[src/rtl/example_instruction_prefetch.sv]
// Instruction fetch stage: drives the text bus address, captures returned words one
// cycle later into a small FIFO and hands them to the decoder with valid/ready.
module example_instruction_prefetch #(
  parameter int          DEPTH      = 4,
  parameter logic [31:0] RESET_PC   = 32'h0040_0000,
  parameter logic [31:0] TEXT_BEGIN = 32'h0040_0000,
  parameter logic [31:0] TEXT_END   = 32'h0040_FFFF
) (
  input  logic        clock,
  input  logic        reset,
  output logic [31:0] mem_address,
  input  logic [31:0] mem_read_data,
  input  logic        redirect_valid,
  input  logic [31:0] redirect_pc,
  output logic        instr_valid,
  input  logic        instr_ready,
  output logic [31:0] instr,
  output logic [31:0] instr_pc,
  output logic        instr_fault
);

  localparam int PW = $clog2(DEPTH);
  localparam int CW = PW + 1;

  logic [31:0]   fetch_pc_reg;
  logic          inflight_reg;
  logic [31:0]   inflight_pc_reg;
  logic [PW-1:0] rd_ptr_reg;
  logic [PW-1:0] wr_ptr_reg;
  logic [CW-1:0] count_reg;

  logic [31:0] fifo_pc_reg    [DEPTH];
  logic [31:0] fifo_word_reg  [DEPTH];
  logic        fifo_fault_reg [DEPTH];

  logic [CW:0] occupancy;
  logic        issue;
  logic        push;
  logic        pop;
  logic        capture_fault;

  // Occupancy uses this cycle's count, so a slot freed by a same-cycle pop waits a cycle.
  assign occupancy     = {1'b0, count_reg} + {{CW{1'b0}}, inflight_reg};
  assign issue         = !redirect_valid && (occupancy < (CW+1)'(DEPTH));
  assign push          = !redirect_valid && inflight_reg;
  assign pop           = !redirect_valid && instr_valid && instr_ready;
  assign capture_fault = (inflight_pc_reg < TEXT_BEGIN) || (inflight_pc_reg > TEXT_END) ||
                         (inflight_pc_reg[1:0] != 2'b00);

  assign mem_address = fetch_pc_reg;
  assign instr_valid = (count_reg != '0);
  assign instr       = instr_valid ? fifo_word_reg[rd_ptr_reg] : 32'h0;
  assign instr_pc    = instr_valid ? fifo_pc_reg[rd_ptr_reg]   : 32'h0;
  assign instr_fault = instr_valid ? fifo_fault_reg[rd_ptr_reg] : 1'b0;

  always_ff @(posedge clock) begin
    if (reset) begin
      fetch_pc_reg    <= RESET_PC;
      inflight_reg    <= 1'b0;
      inflight_pc_reg <= 32'h0;
      rd_ptr_reg      <= '0;
      wr_ptr_reg      <= '0;
      count_reg       <= '0;
    end else if (redirect_valid) begin
      fetch_pc_reg <= redirect_pc;
      inflight_reg <= 1'b0;
      rd_ptr_reg   <= '0;
      wr_ptr_reg   <= '0;
      count_reg    <= '0;
    end else begin
      inflight_reg <= issue;
      if (issue) begin
        inflight_pc_reg <= fetch_pc_reg;
        fetch_pc_reg    <= fetch_pc_reg + 32'd4;
      end
      if (push) wr_ptr_reg <= wr_ptr_reg + 1'b1;
      if (pop)  rd_ptr_reg <= rd_ptr_reg + 1'b1;
      case ({push, pop})
        2'b10:   count_reg <= count_reg + 1'b1;
        2'b01:   count_reg <= count_reg - 1'b1;
        default: count_reg <= count_reg;
      endcase
    end
  end

  // Faulting fetches store a zero word since the bus returns garbage outside text.
  genvar gi;
  generate
    for (gi = 0; gi < DEPTH; gi++) begin : g_entry
      always_ff @(posedge clock) begin
        if (reset) begin
          fifo_pc_reg[gi]    <= 32'h0;
          fifo_word_reg[gi]  <= 32'h0;
          fifo_fault_reg[gi] <= 1'b0;
        end else if (push && (wr_ptr_reg == PW'(gi))) begin
          fifo_pc_reg[gi]    <= inflight_pc_reg;
          fifo_word_reg[gi]  <= capture_fault ? 32'h0 : mem_read_data;
          fifo_fault_reg[gi] <= capture_fault;
        end
      end
    end
  endgenerate

  always_ff @(posedge clock) begin
    if (!reset) assert (count_reg <= CW'(DEPTH));
  end

endmodule

[config.mk]
export PLATFORM = sky130hd
export DESIGN_NAME = example_instruction_prefetch
export DESIGN_NICKNAME = d
export VERILOG_FILES = /design/src/rtl/example_instruction_prefetch.sv
export SDC_FILE = /design/constraint.sdc
export NUM_CORES = 1
export LEC_CHECK = 0
export BUFFER_PORTS_ARGS = -buffer_cell sky130_fd_sc_hd__buf_2
export CAP_MARGIN = 20
export CORE_ASPECT_RATIO = 0.75
export CORE_MARGIN = 2
export CORE_UTILIZATION = 55
export CTS_CLUSTER_DIAMETER = 80
export CTS_CLUSTER_SIZE = 20
export DETAILED_ROUTE_END_ITERATION = 8
export GPL_ROUTABILITY_DRIVEN = 1
export PLACE_DENSITY = 0.76
export SLEW_MARGIN = 20
export SYNTH_ARGS = -nofsm -noshare
export SYNTH_HDL_FRONTEND = slang
export SYNTH_SLANG_ARGS = --single-unit
[constraint.sdc]
create_clock -name clock -period 3.4 [get_ports clock]
set_clock_uncertainty 0.05 [all_clocks]
set_input_delay 0.51 -clock clock [delete_from_list [all_inputs] [get_ports clock]]
set_output_delay 0.51 -clock clock [all_outputs]
set_load 0.02 [all_outputs]
### Yosys cells after proc, flatten, opt, wreduce, memory -nomap -nowiden

Memory sizes are Yosys's and may differ from the RTL's. A register that Yosys moved wholly into a read port is not among the register bits.
Index checks and enable logic that the tools add are counted.

* eq/ne operators: 5
* muxes and demuxes: 39
* order comparisons: 3
* bitwise logic cells: 13
* reduce and logical (&&, ||, !) cells: 18
* add/subtract/negate cells: 6

Operators by type and width (number)
* $mux W32: 13
* $add A32 B3 Y32 const B: 1
* $gt A32 B23 Y1 const B: 1
* $lt A32 B23 Y1 const B: 1
* $mux W1: 19
* $mux W2: 6
* $or A1 B1 Y1: 12
* $logic_and A1 B1 Y1: 8
* $eq A2 B2 Y1 const B: 3
* $pmux W3 S2: 1
* $reduce_bool A2 Y1: 3
* $add A2 B1 Y2 const B: 2
* $add A3 B1 Y4: 1
* $eq A2 B1 Y1 const B: 2
* $lt A4 B3 Y1 const B: 1
* $add A3 B1 Y3 const B: 1
* $reduce_bool A3 Y1: 1
* $sub A3 B1 Y3 const B: 1
* $logic_not A2 Y1: 1
* $logic_or A1 B1 Y1: 2
* $reduce_and A2 Y1: 1
* $reduce_or A2 Y1: 1
* $logic_not A1 Y1: 1
* $not A1 Y1: 1

* output and inout bits: 98
* logic and storage cells: 93
* RAM bits: 260
* memories: 3
* register bits: 72
* input bits: 68

Memories
* fifo_pc_reg: depth 4, bits a word 32, read ports 1, clocked after Yosys merged registers in 1, wr ports 4, RTL line 32 `logic [31:0] fifo_pc_reg [DEPTH];`
* fifo_word_reg: depth 4, bits a word 32, read ports 1, clocked after Yosys merged registers in 1, wr ports 4, RTL line 33 `logic [31:0] fifo_word_reg [DEPTH];`
* fifo_fault_reg: depth 4, bits a word 1, read ports 1, clocked after Yosys merged registers in 1, wr ports 4, RTL line 34 `logic fifo_fault_reg [DEPTH];`

### Logic depth before layout (Yosys ltp)

Gate-level depths: netlist of the first run.

* depth in word-level cells: 7
* depth in mapped cells: 10
* gate-level depth less buffers: 8

### Least setup slack after synthesis of the first run

No wires, ideal clock.

* path kind: input to register
* start: in reset
* end: mem fifo_fault_reg[0] (enable)
* arrival: 2.607 ns
* required time: 2.925 ns
* setup time: 0.425 ns
* setup slack: 0.319 ns
* stages on the path: 4
* buffers on the path: 2
* path through: clkbuf_1 -> clkinv_1 -> clkbuf_1 -> nand2_1

RTL lines
* from (decl): RTL line 10 `input logic reset,`
* to (decl): RTL line 34

==> out/results.ini, run 1 <==
[timing]
timing.final.crit_share_pct=87.6
grt_setup_unrepaired=no
timing.final.max_slew_violations=0
setup_failing_eps_final=0
holdWs_ns=0.168
period_minus_slack_ns=2.98
worst-slew-pin-transition_ns=0.729
finalSetupTns_ns=0
hold_fails_final_rpt=0
clock.fmax_mhz=336
timing.max_slew.rel_slack_pct=51.2

[setup_path]
rr_worst_depth=6
crit_path_end=instr_pc[5]
start_kind=flop
cp_cell_sequence=buf_12, mux4_2, and2_1, buf_2
worst-endpoint-arrival_ns=2.42
worst_path_largest_cell_delay_ns=0.66
critPathSlowestCell=sky130_fd_sc_hd__dfxtp_4
regToRegSetupSlack_ns=0.90
critical_path.reg2reg.startpoint=mem_address[3]
critPathCaptureType=primary output
type_of_the_setup_path_with_the_least_slack=reg2out
crit-reg2reg-capture=mem_address[18]
worstPathMaxFanout=26
worstPathRequired_ns=2.84

[cells_and_area]
antenna_cells=0
multi_input_comb_area_um2=5350
sequential_cell_area_in_the_final_layout_um2=9290
layout-area-overhead-vs-synth_pct=12.6
postLayoutCoreUtil_pct=62.6
drive_gt1_share_pct=22.9
layout.filler_cells=2092
most_frequent_cells_in_the_layout=sky130_fd_sc_hd__edfxtp_1, sky130_fd_sc_hd__and2_1, sky130_fd_sc_hd__buf_2, sky130_fd_sc_hd__nor2_1, sky130_fd_sc_hd__nand2_1
mostFrequentLayoutCell=sky130_fd_sc_hd__edfxtp_1
finalNetCount=1387

[synth]
synthFlopType=sky130_fd_sc_hd__edfxtp_1
postSynth.asyncResetShare_pct=0
synth.yosys.seq_area_share_pct=62.2
synth_fp_nets=1244
synth_area_per_cell_um2=12.8
synthesis.instances=1169
synth_edf_count=260
synth_cell_types=49
number_of_flip_flops_and_latches_in_the_synthesized_netlist=334
synthesis.area_um2=14900
yosys_warnings=0

[floorplan]
die_ar_um2=28500
die-height_um=147
dieWidth_um=194
top_level_ports=166
fp-row-count=52
starting_density_pct=55.6
core_region_area_um2=26900

[power_and_ir_drop]
leakage_uw=0.00620
power_frac_seq_pct=61.2
switching_power_uw=1700
design_power_total_uw=7590
power.density_nw_per_um2=452
max-vdd-ir-drop_v=0.000300
comb_power_share_pct=6.5
cellInternalPower_uw=5890
power_switching_share_pct=22.4
share_clk_of_total_power_pct=32.3

[detailed_routing]
dr_wl_met2_um=16200
routed_metal_1_wire_length_um=14900
drt-pass1-iter-count=7
routedWlPerCell_um=20.4
drt-vias-per-instance=5.79
topRoutingLayerUsed=met5
detailedRoute.firstIterationViolations=941
final_antenna_net_count=0
routed-wl-met3_um=2520
detailroute.via_count=9707
postRouteWirelength_um=34200
detail_route.drc_violations=6

[clock_network]
htree_levels=1
clock_tree.buffer_depth=3
cts_resized=0
worst_skew_pair.late_latency_ns=0.52
clk_pin_slew_worst_paths_ns=0.09
post_cts_buffers=0
cts-hold-fix-buffers=0
cts_inserted_buffers=20
cts_num_sinks=334
clock-root-buffer=sky130_fd_sc_hd__clkbuf_16
clock_tree_from_tritoncts=built

[outcome]
failing_checks=DRC
result_of_the_run=finished with violations

[worst_hold_path]
worstHoldPathType=in2reg

[global_routing]
grtUsageTotal_pct=24.4
antenna_found_initial=1
grt-ovfl-total=0
grt_pass1_wl_um=54100
first_global_vias=9769
grt_max_degree=68

[placement]
hpwl_um=21800
routabilityCongestion=0.873
place.port_buffers=165

[job]
cap_viol_max_count=0

==> synthesized netlist by cell type (11+ instances only) <==
| cell | n | area share (%) |
|---|---|---|
| sky130_fd_sc_hd__nor2_1 | 119 | 3.0 |
| sky130_fd_sc_hd__nand3_1 | 18 | 0.60 |
| sky130_fd_sc_hd__and2_1 | 242 | 10 |
| sky130_fd_sc_hd__clkbuf_1 | 65 | 1.6 |
| sky130_fd_sc_hd__edfxtp_1 | 260 | 52 |
| sky130_fd_sc_hd__a21oi_1 | 35 | 1.2 |
| sky130_fd_sc_hd__mux4_2 | 65 | 9.8 |
| sky130_fd_sc_hd__or3_1 | 15 | 0.63 |
| sky130_fd_sc_hd__nand2_1 | 109 | 2.7 |
| sky130_fd_sc_hd__o21ai_0 | 16 | 0.54 |
| sky130_fd_sc_hd__a311oi_1 | 11 | 0.65 |
| sky130_fd_sc_hd__or4_1 | 13 | 0.65 |
| sky130_fd_sc_hd__dfxtp_1 | 74 | 9.9 |
==> worst max-delay path: cells and delay by family (launching register included) <==
family,cells,cell delay [ns]
AND/OR/NAND/NOR,1,0.18
buffers and inverters,2,0.45
multiplexers,1,0.59
flip-flops,1,0.66
==> worst min-delay path by stage <==
stage	start	cells after the start	endpoint
2_1_floorplan	inflight_pc_reg[10]	2	inflight_pc_reg[10]
3_3_place_gp	inflight_pc_reg[3]	2	inflight_pc_reg[3]
3_5_place_dp	inflight_pc_reg[5]	2	inflight_pc_reg[5]
4_1_cts	redirect_pc[2]	2	mem_address[2]
5_1_grt	redirect_pc[2]	2	mem_address[2]
6_report	redirect_pc[2]	2	mem_address[2]
==> power by group through the flow <==
stage	clock, uW	combinational (uW)	sequential (uW)
floorplan	0	261	4750
global placement	0	485	4730
detailed placement	0	492	4740
CTS	2500	494	4650
global route	2650	532	4670
finish	2450	490	4650
==> cell type report <==
| type | instances | area share, % |
|---|---|---|
| clock buffer | 35 | 3.44 |
| tap | 351 | 2.61 |
| clock inverter | 1 | 0.0521 |
| sequential | 334 | 55.3 |
| multi-input combinational | 749 | 31.8 |
| timing repair buffer | 197 | 6.64 |
| inverter | 10 | 0.223 |
==> metrics by stage <==
| stage | instance area, um2 | setup slack, ns | instances |
|---|---|---|---|
| floorplan | 14900 | 0.319 | 1169 |
| global placement | 16200 | 0.915 | 1641 |
| detailed placement | 16200 | 0.844 | 1641 |
| CTS | 16800 | 0.374 | 1677 |
| global route | 16800 | 0.281 | 1677 |
| finish | 16800 | 0.422 | 1677 |
==> kinds of logic after synthesis <==
family | share of synthesized area [%]
and+or+nand+nor | 20.1
DFF | 62.2
buffers and inverters | 2.26
AOI/OAI and AO/OA | 3.94
muxes | 10.0
adders and majority gates | 0.637
xor gates and xnor gates | 0.821
==> metal layers <==
metal	global-route usage [%]	vias to the layer above
met3	3.70	45
met2	39.7	372
met5	0	-
li1	-	4494
met1	35.5	4794
met4	5.19	2
Power figures use the tool's default switching activity.
==> inputs of run 2 (changes only) <==
==> constraint.sdc (replaced) <==
create_clock -name clock -period 3.5 [get_ports clock]
set_clock_uncertainty 0.05 [all_clocks]
set_input_delay 0.525 -clock clock [delete_from_list [all_inputs] [get_ports clock]]
set_output_delay 0.525 -clock clock [all_outputs]
set_load 0.02 [all_outputs]
==> run 2 against run 1 <==
- the flow still finishes with violations (DRC)
- critical path depth did not move
- highest routed layer unchanged
- largest cell class unchanged
- power fell by 2.9%
- via count rose by 0.86%
- flip-flop and latch count did not move
==> out/results.ini, run 2 (synthesis results as in run 1) <==
[worst_hold_path]
min_path_cells=2  ; unchanged
min-delay-start=redirect_pc[2]
hold-path-endpoint=mem_address[2]
worstHoldPathType=in2reg

[setup_path]
critPathSlowestCell=sky130_fd_sc_hd__or3_2
crit-reg2reg-capture=fifo_pc_reg[2][26]
worst_setup_path_startpoint=count_reg[2]
rr_worst_depth=5  ; -1
timing.critical_path.max_delay_family=simple AND/OR/NAND/NOR gates
critical_path_cell_count=4  ; unchanged
regToRegSetupSlack_ns=0.92  ; +0.02 ns
critical_path_buf_inv_count=2  ; unchanged
critical_path.reg2reg.startpoint=inflight_reg
worstPathMaxFanout=39  ; +50%
type_of_the_setup_path_with_the_least_slack=reg2out
worst-endpoint-arrival_ns=2.39  ; -0.03 ns
start_kind=flop
critPathCaptureType=primary output
worst_path_largest_cell_delay_ns=0.76  ; +0.10 ns
cp_cell_sequence=or3_2, buf_4, and2_1, buf_2
worstPathRequired_ns=2.92  ; +0.08 ns

[clock_network]
clk_pin_slew_worst_paths_ns=0.09  ; about the same
cts_inserted_buffers=20  ; unchanged
clock_tree_from_tritoncts=built
cts-hold-fix-buffers=0  ; unchanged
cts_resized=0  ; unchanged
post_cts_buffers=0  ; unchanged
htree_levels=1  ; unchanged
clock-root-buffer=sky130_fd_sc_hd__clkbuf_16
worst_skew_pair.late_latency_ns=0.52  ; about the same
clock_tree.buffer_depth=3  ; unchanged
cts_num_sinks=334  ; unchanged

[cells_and_area]
drive_gt1_share_pct=22.9  ; unchanged
finalNetCount=1387  ; unchanged
layout-area-overhead-vs-synth_pct=12.8
most_frequent_cells_in_the_layout=sky130_fd_sc_hd__edfxtp_1, sky130_fd_sc_hd__and2_1, sky130_fd_sc_hd__buf_2, sky130_fd_sc_hd__nor2_1, sky130_fd_sc_hd__nand2_1
antenna_cells=0  ; unchanged
mostFrequentLayoutCell=sky130_fd_sc_hd__edfxtp_1
postLayoutCoreUtil_pct=62.7  ; +0.093 points

[power_and_ir_drop]
max-vdd-ir-drop_v=0.000331  ; +10%
power_switching_share_pct=22.4  ; -0.029 points
switching_power_uw=1650  ; -3.0%
power_frac_seq_pct=61.3  ; about the same
share_clk_of_total_power_pct=32.2  ; about the same
cellInternalPower_uw=5720  ; -2.8%
comb_power_share_pct=6.5  ; about the same
leakage_uw=0.00621  ; +0.16%
power.density_nw_per_um2=438  ; -3.0%

[timing]
timing.max_slew.rel_slack_pct=49.1  ; -2.1 points
worst_slack_ns=0.535  ; +0.113 ns
setup_failing_eps_final=0  ; unchanged
finalSetupTns_ns=0  ; unchanged
timing.final.crit_share_pct=84.7
grt_setup_unrepaired=no
period_minus_slack_ns=2.96
hold_fails_final_rpt=0  ; unchanged
clock.fmax_mhz=337
timing.final.max_slew_violations=0  ; unchanged
worst-slew-pin-transition_ns=0.761  ; +0.0319 ns

[placement]
hpwl_um=22200  ; +1.5%
place.port_buffers=165  ; unchanged
post-place-ws_ns=0.943  ; +0.0986 ns
routabilityCongestion=0.935  ; +7.1%

[global_routing]
grt-ovfl-total=0  ; unchanged
grt_pass1_wl_um=54300  ; +0.33%
antenna_found_initial=2  ; +1
grt_max_degree=56  ; -18%
first_global_vias=9599  ; -1.7%
grtUsageTotal_pct=24.4  ; about the same

[detailed_routing]
routedWlPerCell_um=20.6  ; +0.87%
detail_route.drc_violations=6  ; unchanged
drt-vias-per-instance=5.84  ; +0.86%
detailroute.via_count=9790  ; +0.86%
final_antenna_net_count=0  ; unchanged
drt-pass1-iter-count=9  ; +2
postRouteWirelength_um=34500  ; +0.87%
detailedRoute.firstIterationViolations=991  ; +5.3%

[floorplan]
top_level_ports=166  ; unchanged
die_ar_um2=28500  ; unchanged
die-height_um=147  ; unchanged
dieWidth_um=194  ; unchanged
fp-row-count=52  ; unchanged
core_region_area_um2=26900  ; unchanged
starting_density_pct=55.6  ; unchanged

[job]
cap_viol_max_count=0  ; unchanged

[outcome]
failing_checks=DRC
result_of_the_run=finished with violations

[run 2: power by group through the flow]
stage          Clock (uW)  Combinational [uW]  Sequential (uW)
2_1_floorplan           0                 253             4610
3_3_place_gp            0                 472             4600
3_5_place_dp            0                 480             4610
4_1_cts              2410                 482             4520
5_1_grt              2560                 520             4540
6_report             2380                 478             4520
[run 2: worst max-delay path by stage]
stage	endpoint	slack [ns]
2_1_floorplan	fifo_fault_reg[0]	0.40
3_3_place_gp	fifo_pc_reg[2][0]	0.97
3_5_place_dp	fifo_pc_reg[2][26]	0.94
4_1_cts	instr_pc[10]	0.51
5_1_grt	instr_pc[10]	0.42
6_report	instr_pc[30]	0.54
[run 2: through the flow]
stage | instance area (um2) | hold slack [ns] | instances | power [uW]
floorplan | 14900 | 0.387 | 1169 | 4860
global placement | 16300 | 0.398 | 1641 | 5080
detailed placement | 16300 | 0.403 | 1641 | 5090
CTS | 16800 | 0.167 | 1677 | 7410
global route | 16800 | 0.188 | 1677 | 7620
finish | 16800 | 0.185 | 1677 | 7380
[run 2: layout make-up]
class	instances	area, um2
inverters	10	37.5
repair buffers	197	1140
clock buffers	35	578
clock inverters	1	8.76
flip-flops and latches	334	9290
fillers	2108	10000
multi-input cells	749	5350
well taps	351	439
[run 2: per-layer routing]
layer / part of all wire (%) / up-vias / GRT usage [%]
met3: 7.9 / 64 / 3.42
li1: - / 4507 / -
met4: 1.8 / 2 / 4.62
met1: 43 / 4820 / 35.9
met2: 47 / 397 / 39.7
met5: 0.032 / - / 0
